`src/rtl/sram_like_bridge.sv`:
```
`default_nettype none
// ------------------------------------------------------------------------
// Module : sram_like_bridge
// Core sram-style port -> sram-like req/addr_ok/data_ok handshake bridge.
// Rev    : 1.0  initial release
// ------------------------------------------------------------------------
module sram_like_bridge #(
  parameter int DATA_W = 32,
  parameter int ADDR_W = 32,
  parameter int BE_W   = DATA_W / 8,
  parameter int SIZE_W = 2
) (
  input  logic              clk,
  input  logic              rstn,
  // core side
  input  logic              cpu_en_i,
  input  logic [BE_W-1:0]   cpu_wen_i,
  input  logic [ADDR_W-1:0] cpu_addr_i,
  input  logic [DATA_W-1:0] cpu_wdata_i,
  input  logic              cpu_hold_i,
  output logic [DATA_W-1:0] cpu_rdata_o,
  output logic              cpu_stall_o,
  output logic              size_err_o,
  // sram-like side
  output logic              req_o,
  output logic              wr_o,
  output logic [SIZE_W-1:0] size_o,
  output logic [ADDR_W-1:0] addr_o,
  output logic [DATA_W-1:0] wdata_o,
  input  logic [DATA_W-1:0] rdata_i,
  input  logic              addr_ok_i,
  input  logic              data_ok_i
);

  localparam int                C_LOG2_BE   = $clog2(BE_W);
  localparam logic [SIZE_W-1:0] C_FULL_SIZE = SIZE_W'(C_LOG2_BE);

  typedef enum logic [1:0] {
    IDLE = 2'd0,
    ADDR = 2'd1,
    DATA = 2'd2,
    DONE = 2'd3
  } state_t;

  state_t            state_q, state_d;
  logic              wr_q, wr_d;
  logic [SIZE_W-1:0] size_q, size_d;
  logic [ADDR_W-1:0] addr_q, addr_d;
  logic [DATA_W-1:0] wdata_q, wdata_d;
  logic [DATA_W-1:0] rdata_q, rdata_d;
  logic              size_err_q, size_err_d;

  logic              mask_legal;
  logic [SIZE_W-1:0] mask_size;
  logic [BE_W-1:0]   pat;
  logic              wr_in;

  // A mask is legal when it is a contiguous run of 2^k bytes aligned to 2^k.
  always_comb begin
    mask_legal = 1'b0;
    mask_size  = C_FULL_SIZE;
    pat        = '0;
    for (int k = 0; k <= C_LOG2_BE; k++) begin
      for (int j = 0; j < BE_W; j += (1 << k)) begin
        for (int b = 0; b < BE_W; b++) begin
          pat[b] = (b >= j) && (b < j + (1 << k));
        end
        if (!mask_legal && (cpu_wen_i == pat)) begin
          mask_legal = 1'b1;
          mask_size  = SIZE_W'(k);
        end
      end
    end
  end

  assign wr_in = |cpu_wen_i;

  always_ff @(posedge clk or negedge rstn) begin
    if (!rstn) begin
      state_q    <= IDLE;
      wr_q       <= 1'b0;
      size_q     <= '0;
      addr_q     <= '0;
      wdata_q    <= '0;
      rdata_q    <= '0;
      size_err_q <= 1'b0;
    end else begin
      state_q    <= state_d;
      wr_q       <= wr_d;
      size_q     <= size_d;
      addr_q     <= addr_d;
      wdata_q    <= wdata_d;
      rdata_q    <= rdata_d;
      size_err_q <= size_err_d;
    end
  end

  always_comb begin
    state_d     = state_q;
    wr_d        = wr_q;
    size_d      = size_q;
    addr_d      = addr_q;
    wdata_d     = wdata_q;
    rdata_d     = rdata_q;
    size_err_d  = 1'b0;
    req_o       = 1'b0;
    wr_o        = wr_q;
    size_o      = size_q;
    addr_o      = addr_q;
    wdata_o     = wdata_q;
    cpu_stall_o = 1'b0;

    case (state_q)
      IDLE: begin
        // Request goes out in the same cycle the core asks, straight from cpu_*.
        req_o       = cpu_en_i;
        wr_o        = wr_in;
        size_o      = mask_size;
        addr_o      = cpu_addr_i;
        wdata_o     = cpu_wdata_i;
        cpu_stall_o = cpu_en_i;
        if (cpu_en_i) begin
          wr_d       = wr_in;
          size_d     = mask_size;
          addr_d     = cpu_addr_i;
          wdata_d    = cpu_wdata_i;
          size_err_d = wr_in & ~mask_legal;
          state_d    = addr_ok_i ? DATA : ADDR;
        end
      end
      ADDR: begin
        req_o       = 1'b1;
        cpu_stall_o = 1'b1;
        if (addr_ok_i) begin
          state_d = DATA;
        end
      end
      DATA: begin
        cpu_stall_o = 1'b1;
        if (data_ok_i) begin
          rdata_d = rdata_i;
          state_d = DONE;
        end
      end
      DONE: begin
        // Stall released here so the core advances exactly once per access.
        if (!cpu_hold_i) begin
          state_d = IDLE;
        end
      end
      default: begin
        state_d = IDLE;
      end
    endcase
  end

  assign cpu_rdata_o = rdata_q;
  assign size_err_o  = size_err_q;

endmodule
`default_nettype wire

```
`config.mk`:
```
export PLATFORM = sky130hd
export DESIGN_NAME = sram_like_bridge
export DESIGN_NICKNAME = d
export VERILOG_FILES = /design/src/rtl/sram_like_bridge.sv
export SDC_FILE = /design/constraint.sdc
export NUM_CORES = 1
export LEC_CHECK = 0
export CAP_MARGIN = 20
export CORE_UTILIZATION = 43
export DETAILED_ROUTE_END_ITERATION = 16
export PLACE_DENSITY = 0.8
export REMOVE_ABC_BUFFERS = 1
export SLEW_MARGIN = 10
export SYNTH_ARGS = -nofsm -noshare
export SYNTH_HDL_FRONTEND = slang
export SYNTH_SLANG_ARGS = --single-unit
```
`constraint.sdc`:
```
create_clock -name clk -period 2.5 [get_ports clk]
set_input_delay 0.625 -clock clk [delete_from_list [all_inputs] [get_ports clk]]
set_output_delay 0.625 -clock clk [all_outputs]
set_load 0.02 [all_outputs]
```
==> results by stage, run 1 <==
GRT:
- Summed over all layers, the global routing overflow is 0.
- For this run, the total global-route usage over all layers was measured as around a fifth.
- In the global route stage, met2 resource usage came out at between 30% and 40%.
- The global-route layer with the greatest usage is met2.
- The initial antenna violation count came to 0.
- The via count of the first global-routing pass was around 3500.
- The first global-routing pass estimated approximately 19000 um of wire.
- Entering global routing, the biggest net connects 46 pins.
- The met1 track demand over resource in global routing is 27.0%.
- In the global route stage, met3 resource usage came out at 3.38%.

Critical path:
- Data on the critical path arrives at its endpoint at 1.84 ns.
- The register-to-register setup slack is ~0.37 ns.
- Of all nets on the critical path, the largest fanout is 15.
- The startpoint type of the worst setup path is a flop.
- In this run the critical register-to-register path is launched from state_q[0].
- The length in cells of the worst reg-to-reg path is 8.
- In this run the critical register-to-register path is captured at wdata_q[7].
- The required arrival time at the worst endpoint is between 1.5 and 2 ns.
- By startpoint and endpoint, the worst setup path is classified as reg2out.
- The worst setup path is captured at an output port.

Timing:
- The slew at the pin closest to its max-slew limit is about 0.65 ns.
- The tightest slew margin relative to the limit is between 50% and 60%.
- The number of hold violations in the final report is 0.
- The smallest clock period supported by the final layout is computed as between 2 and 2.5 ns.
- The setup-violating endpoint count in the final report is 0.
- Setup repair after global routing could not meet its margin everywhere.
- The setup TNS is 0 ns.
- The clock tree skew after final layout is ~0.0055 ns.
- The max-slew violation count is 0.
- In the post-route analysis, the smallest setup slack over all paths is about 0.036 ns.
- For this run, the top clock speed supported by timing is roughly 0.41 GHz.
- The period utilization is a little over nine tenths.

Clocking:
- The number of clock buffers inserted by TritonCTS is 9.
- Clock-pin slew was measured on the worst setup and hold paths at around 0.07 ns.
- In this run the number of H-tree levels came out at 3.
- The root buffer cell is clkbuf_16.
- No sink is reached through more buffers than the 2 on the longest clock path.
- The TritonCTS clock tree is built.
- The TritonCTS sink count is approximately 100.
- At the later pin of the worst-skew pair, clock insertion delay measures approximately 0.33 ns.

Die:
- For this design the top-level I/O count stands at 208.
- The total area inside the core boundary comes to roughly 0.011 mm^2.
- Once the floorplan was initialized, standard cells occupied ~44% of the core.
- The row count is 39.
- The die height is 110 um.
- The die boundary width is 110 um.
- The die footprint is 0.0121 mm^2.

Synth:
- Of the total synthesized cell area, the portion taken by XOR and XNOR cells is less than 1%.
- Synthesis instantiated 21 different standard cells from the library.
- The main combinational cell family by area after synthesis is multiplexers.
- For this run, the number of Yosys warnings is 0.
- A synthesized cell averages 15.7 um^2.
- The fraction of the mapped netlist area in simple logic gates is under 10%.
- After synthesis, flip-flops and latches occupy 50.9% of the total area.
- After synthesis the netlist holds a flip-flop and latch count of just over 100.
- The mapped netlist covers around 0.005 mm^2.
- The adder-cell area share of the yosys netlist is roughly 1.2%.
- The number of cells produced by synthesis is around 320.
- The portion of synthesized area spent on multiplexers is 42.0%.
- The synthesized-area fraction occupied by ao, oa, aoi and oai cells is less than 1%.

Drt:
- In this run, the number of DRC markers left after iteration 0 of detailed routing was 108.
- Before antenna repair, the detailed router went through 4 iterations.
- In the routed design, unresolved DRC markers number 0.
- The detail route stage leaves a number of antenna-violating nets equal to 0.
- The via total after detailed routing is ~3400.
- After detailed routing, the number of vias per cell comes to 4.93.
- Summed over all layers, the routed wires come to between 10000 and 15000 um.
- Dividing the detail-routed wire length by the instance count gives approximately 18 um.

Pwr:
- The leakage dissipation is approximately 3.5 nW.
- The power density of the placed cells is around 1400 mW/mm^2.
- The switching power summed over all nets is around 4.0 mW.
- Combinational logic burns 59.9% of the power.
- Net switching is 37.0% of the power.
- The overall power is 10.9 mW.
- Per report_power, the sequential group accounts for 27.3% of the total.
- Across the VDD grid, the largest voltage drop is about 0.00094 V.
- Per report_power, the clock group accounts for approximately an eighth of the total.
- Internal power comes to approximately 6.8 mW.

Cells and area:
- The repair_antennas step left the layout with diodes totalling 0.
- After routing the design area is between 0.007 and 0.008 mm^2.
- The net count of the finished layout is ~660.
- The layout overhead on the synthesized area is 50.4%.
- Cells with a size suffix above 1 make up between 50% and 60% of the layout.

Place:
- In this run the tool buffered the top-level ports with a little over 200 buffer cells.
- The routability-driven placement congestion ratio is approximately 0.73.
- Detailed placement ended at an HPWL of 8630 um.
- The worst slack at placement is -0.466 ns.
- In this run the cell area measured after placement is 0.00732 mm^2.

Run:
- The max-cap check violation count is 0.

Worst hold path:
- The worst hold-check path type is in2async.

Outcome:
- The run finished with clean final reports.
synth_stat cells:
library cell	n	share of area, %
buf_4	1	0.15
o2111ai_1	1	0.17
dfrtp_1	102	51
a21oi_1	3	0.30
o21ai_0	2	0.20
mux2i_1	3	0.60
a31oi_1	1	0.12
buf_6	7	1.6
nor4bb_1	1	0.20
xnor2_1	1	0.17
nand2b_1	3	0.37
nor2_1	5	0.37
buf_2	10	1.0
mux2_4	64	19
inv_1	3	0.22
and4_1	1	0.17
nor4_1	2	0.25
ha_1	5	1.2
mux2_2	99	22
nand2_1	4	0.30
nand2_4	1	0.22
cells by family after synthesis:
group                      Yosys count
and+or+nand+nor                     17
xor gates and xnor gates             1
DFF                                102
buffers and inverters               21
muxes                              166
adders and majority gates            5
AOI/OAI and AO/OA                    7
routing by layer:
metal / vias to the layer above / part of all wire [%]
met4: 0 / 1.6
met1: 1681 / 42
met3: 14 / 6.3
met5: - / 0
met2: 141 / 50
li1: 1605 / -
worst max-delay path, stage by stage, from the launching register on:
cell and delay, ns:
dfrtp_1 0.40, inv_2 0.09, ha_4 0.18, buf_6 0.11
buf_12 0.09, buf_16 0.14, mux2_2 0.34, buf_2 0.16
worst max path at each step:
stage | from | cells after the start | end
2_1_floorplan | state_q[0] | 4 | req_o
3_3_place_gp | cpu_wen_i[3] | 5 | size_o[0]
3_5_place_dp | cpu_wen_i[3] | 5 | size_o[0]
4_1_cts | cpu_wen_i[2] | 5 | size_o[0]
5_1_grt | state_q[0] | 7 | addr_o[9]
6_report | state_q[0] | 7 | wdata_o[29]
power groups by stage:
stage	logic (mW)	registers, mW	clock network, mW
after global placement	6.65	2.92	0
after detailed placement	6.74	2.96	0
final	6.51	2.96	1.39
after CTS	6.65	2.96	1.42
after floorplan	3.73	3.19	0
after global routing	6.94	3.07	1.50
layout by cell type, fill, tap and decap left out, types with 2 or more instances in the layout:
| master | synthesis | layout |
|---|---|---|
| clkbuf_16 | 0 | 9 |
| nor2_2 | 0 | 2 |
| mux2i_1 | 3 | 3 |
| dfrtp_1 | 102 | 102 |
| clkdlybuf4s50_1 | 0 | 134 |
| nand2_1 | 4 | 4 |
| buf_16 | 0 | 3 |
| o21ai_0 | 2 | 2 |
| buf_6 | 7 | 5 |
| buf_4 | 1 | 29 |
| inv_2 | 0 | 2 |
| clkinvlp_4 | 0 | 2 |
| buf_12 | 0 | 3 |
| a21oi_1 | 3 | 3 |
| buf_2 | 10 | 56 |
| mux2_4 | 64 | 64 |
| ha_1 | 5 | 4 |
| nand2b_1 | 3 | 3 |
| dlygate4sd2_1 | 0 | 5 |
| nor2_1 | 5 | 3 |
| mux2_2 | 99 | 99 |
metrics by stage:
stage               util [%]  hold slack [ns]  cells
CTS                     66.9            0.289    697
floorplan                  -            0.329    301
global route            66.3            0.313    698
finish                  66.3            0.270    698
global placement        64.4            0.471    671
detailed placement      64.4            0.473    671
registers in the layout (all words and copies together), names as in the netlist:
register     cells
size_q           2
wdata_q         32
wr_q             1
addr_q          32
size_err_o       1
state_q          2
cpu_rdata_o     32
timing repair:
item,4_1_cts,5_1_grt
cloned,4,0
hold endpoints to repair,0,0
hold buffers,0,0
pin swaps,2,1
endpoints found under the setup margin,69,30
resized for setup,268,33
setup buffers,6,2
layout make-up:
class / count / area (um^2)
multi-input cells: 196 / 2360
fillers: 868 / 3830
flip-flops and latches: 102 / 2550
well taps: 143 / 179
clock buffers: 11 / 243
inverters: 3 / 11.3
clock inverters: 5 / 58.8
repair buffers: 238 / 2130
(Power assumes the default switching activity.)
==> run 2: changes to the inputs <==
--- a/config.mk
+++ b/config.mk
@@ -5,7 +5,6 @@
 export SDC_FILE = /design/constraint.sdc
 export NUM_CORES = 1
 export LEC_CHECK = 0
-export CAP_MARGIN = 20
 export CORE_UTILIZATION = 43
 export DETAILED_ROUTE_END_ITERATION = 16
 export PLACE_DENSITY = 0.8
==> results of run 2 <==
Same layout as run 1: the final DEF is identical, and so are final timing and power.
==> run 3: changes to the inputs <==
--- a/config.mk
+++ b/config.mk
@@ -5,6 +5,7 @@
 export SDC_FILE = /design/constraint.sdc
 export NUM_CORES = 1
 export LEC_CHECK = 0
+export CAP_MARGIN = 25
 export CORE_UTILIZATION = 43
 export DETAILED_ROUTE_END_ITERATION = 16
 export PLACE_DENSITY = 0.8
==> constraint.sdc (replaced) <==
create_clock -name clk -period 2.4 [get_ports clk]
set_input_delay 0.6 -clock clk [delete_from_list [all_inputs] [get_ports clk]]
set_output_delay 0.6 -clock clk [all_outputs]
set_load 0.02 [all_outputs]
==> results by stage, run 3 (same netlist as run 1, synthesis figures left out) <==
Critical path:
- The required arrival time at the worst endpoint is 1.80 ns (-0.08 ns).
- The largest fanout on the critical path was 8 (-7).
- The stage delay of the slowest cell on the critical path is 0.40 ns (about the same).
- The critical path goes through inv_2 -> ha_4 -> buf_8 -> clkbuf_16 -> mux2_2 -> buf_6.
- The length in cells of the worst reg-to-reg path is 7 (-1).
- The startpoint identified for the worst register-to-register timing path is state_q[0].
- The terminus of the critical flop-to-flop path is wdata_q[7].
- The worst endpoint data arrival time is 1.84 ns (about the same).
- The worst setup path is captured at an output port.
- The worst-path cell with the longest stage delay is dfrtp_1.
- The register-to-register setup slack is 0.41 ns (+0.04 ns).
- The critical path in this run is classified as reg2out.
- STA classifies the critical path startpoint as a flop.
- The most critical setup path has its startpoint at state_q[0].

Drt:
- The via total after detailed routing is 3628 (+5.4%).
- The via count normalized by instance count came to 4.97 (+0.81%).
- The first-pass detailed-route iteration total is 4 (unchanged).
- The count of antenna-violating nets left after detailed routing is 0 (unchanged).
- The detailed-route wire length per cell was 18.5 um (+3.6%).
- The DRC violation count after routing was 0 (unchanged).
- The aggregate routed wire length is 13500 um (+8.4%).
- The number of design-rule violations left by the first detailed-router iteration is 121 (+12%).

Place:
- The routability-driven placement congestion ratio came to 0.794 (+9.5%).
- The area of placed instances is 0.00756 mm^2 (+3.2%).
- The number of cells in the design after placement is 699 (+4.2%).
- The post-DP HPWL came to 8830 um (+2.3%).
- The port buffer count is 207 (unchanged).
- The worst slack at placement is -0.555 ns (-0.0891 ns).

Cells and area:
- The ratio of cells with drive above 1 in the final layout is 54.2% (+2.8 points).
- The sequential standard cell area is 0.00255 mm^2 (unchanged).
- The library cell used most frequently in the layout, excluding fill and tap cells, is clkdlybuf4s50_1.
- The number of antenna repair diodes is 0 (unchanged).
- The number of filler instances in the final layout was 749 (-14%).
- Compared with the post-synthesis result, the final layout area differs by 63.8%.
- The count of placed standard cells in the final layout, fillers left out is 730 (+4.6%).
- The area used by multi-input combinational logic was 0.00249 mm^2 (+5.4%).
- Leaving out fill and tap cells, the most frequent cells in the layout are clkdlybuf4s50_1 (133), dfrtp_1 (102), mux2_4 (97).
- The final design instance area without fill is 0.00821 mm^2 (+8.9%).
- The net count of the finished layout was 693 (+4.8%).

Run:
- The max-cap check violation count came to 0 (unchanged).

Timing:
- In the finished design, the share of the clock period the worst path needs comes to 102%.
- The clock tree skew after final layout is 0.00487 ns (-0.000605 ns).
- Setup repair after global routing could not meet its margin everywhere.
- The number of hold violations in the final report came to 0 (unchanged).
- The tightest slew margin relative to the limit is 61.4% (+4.7 points).
- The achievable frequency is 0.410 GHz.
- The setup-violating endpoint count in the final report came to 22 (+22).
- The final worst slack came to -0.0377 ns (-0.0741 ns).
- The max-slew violation count came to 0 (unchanged).
- Counting I/O delays and the setup requirement, the final critical path takes roughly 2.4 ns.
- The slew at the pin closest to its max-slew limit came to 0.579 ns (-0.0704 ns).

Die:
- The count of pins on the block boundary is 208 (unchanged).
- The core area is 0.0114 mm^2 (unchanged).
- The die footprint came to 0.0121 mm^2 (unchanged).
- The die height came to 110 um (unchanged).
- The row count was 39 (unchanged).
- The initial core utilization came to 44.1% (unchanged).
- The die boundary width came to 110 um (unchanged).

Clocking:
- The number of clock buffers inserted by TritonCTS came to 9 (unchanged).
- The insertion delay to the later sink of the worst-skew pair is 0.34 ns (about the same).
- The TritonCTS clock tree is built.
- The TritonCTS sink count came to 102 (unchanged).
- The hold buffer count at cts is 0 (unchanged).
- The clock input transition at the sequential cells of the worst setup and hold paths came to 0.07 ns (about the same).
- The tree is rooted in a clkbuf_16.
- The buffer depth of the longest clock path is 2 (unchanged).
- The total number of H-tree levels is 3 (unchanged).

Pwr:
- The overall power came to 12.5 mW (+15%).
- The leakage dissipation came to 3.89 nW (+11%).
- The power density of the placed cells is 1520 mW/mm^2 (+5.7%).
- The maximum ir drop on the vdd rail is 0.000954 V (+1.6%).

Worst hold path:
- The worst hold-check path type is in2async.

GRT:
- The overall global routing resource usage is 21.2% (+0.099 points).
- The initial antenna violation count is 0 (unchanged).
- The total congestion overflow was 0 (unchanged).
- The via count of the first global-routing pass is 3754 (+6.1%).
- The global-route wire length before repair is 19300 um (+2.1%).
- The pin count of the biggest net entering global routing is 44 (-4.3%).

Outcome:
- The final reports fail on setup timing.
- The flow ran to the end, but the final reports show violations.
## run 3: cell types whose count changed in the layout (fill, tap and decap cells not counted), moves of 2 or more
cell / change
buf_12: +3
buf_16: -2
buf_2: -40
buf_4: +22
buf_6: +45
buf_8: +2
clkbuf_16: +2
clkinv_4: +3
mux2_2: -33
mux2_4: +33
## run 3: worst max path at each step
stage | end | slack, ns
2_1_floorplan | req_o | -2.22
3_3_place_gp | size_o[0] | -0.46
3_5_place_dp | size_o[0] | -0.56
4_1_cts | wdata_o[12] | -0.12
5_1_grt | addr_o[28] | -0.09
6_report | addr_o[26] | -0.04
## run 3: worst max-delay path: cells and delay by family, from the launching register on
kind	cells	cell delay (ns)
adder cells (fa/ha/maj)	1	0.21
buffers and inverters	4	0.54
flip-flops	1	0.40
multiplexers	1	0.34
## run 3: routing by layer
metal	up-vias	routed length, um	track usage, %
met1	1787	5550	25.9
met4	0	358	9.90
li1	1673	-	-
met5	-	0	0
met2	148	6650	35.9
met3	20	920	4.45
## run 3: repair_timing
| item | 4_1_cts | 5_1_grt |
|---|---|---|
| buffers inserted | 8 | 5 |
| pin swaps | 1 | 2 |
| gates cloned | 2 | 3 |
| setup endpoints to repair | 69 | 67 |
| gates resized for setup | 291 | 135 |
## run 3: stage by stage
step                      hold slack [ns]  TNS [ns]  utilization (%)
final                               0.163    -0.453             72.2
after global routing                0.183     -2.35             72.2
after global placement              0.472     -3.20             66.5
after floorplan                     0.304   -190.92                -
after detailed placement            0.474     -3.94             66.5
after CTS                           0.163    -0.537             68.1
## run 3: final cells by class
cell class,count,area share [%]
Timing Repair Buffer,270,32.5
Sequential cell,102,31.1
Multi-Input combinational cell,196,30.3
Clock buffer,9,2.74
Tap cell,143,2.18
Clock inverter,7,1.02
Inverter,3,0.137
## run 3: power breakdown
group	switching, mW	leakage [nW]	internal, mW
sequential	0.504	1.21	2.60
combinational	3.35	2.54	4.55
clock	0.663	0.148	0.823
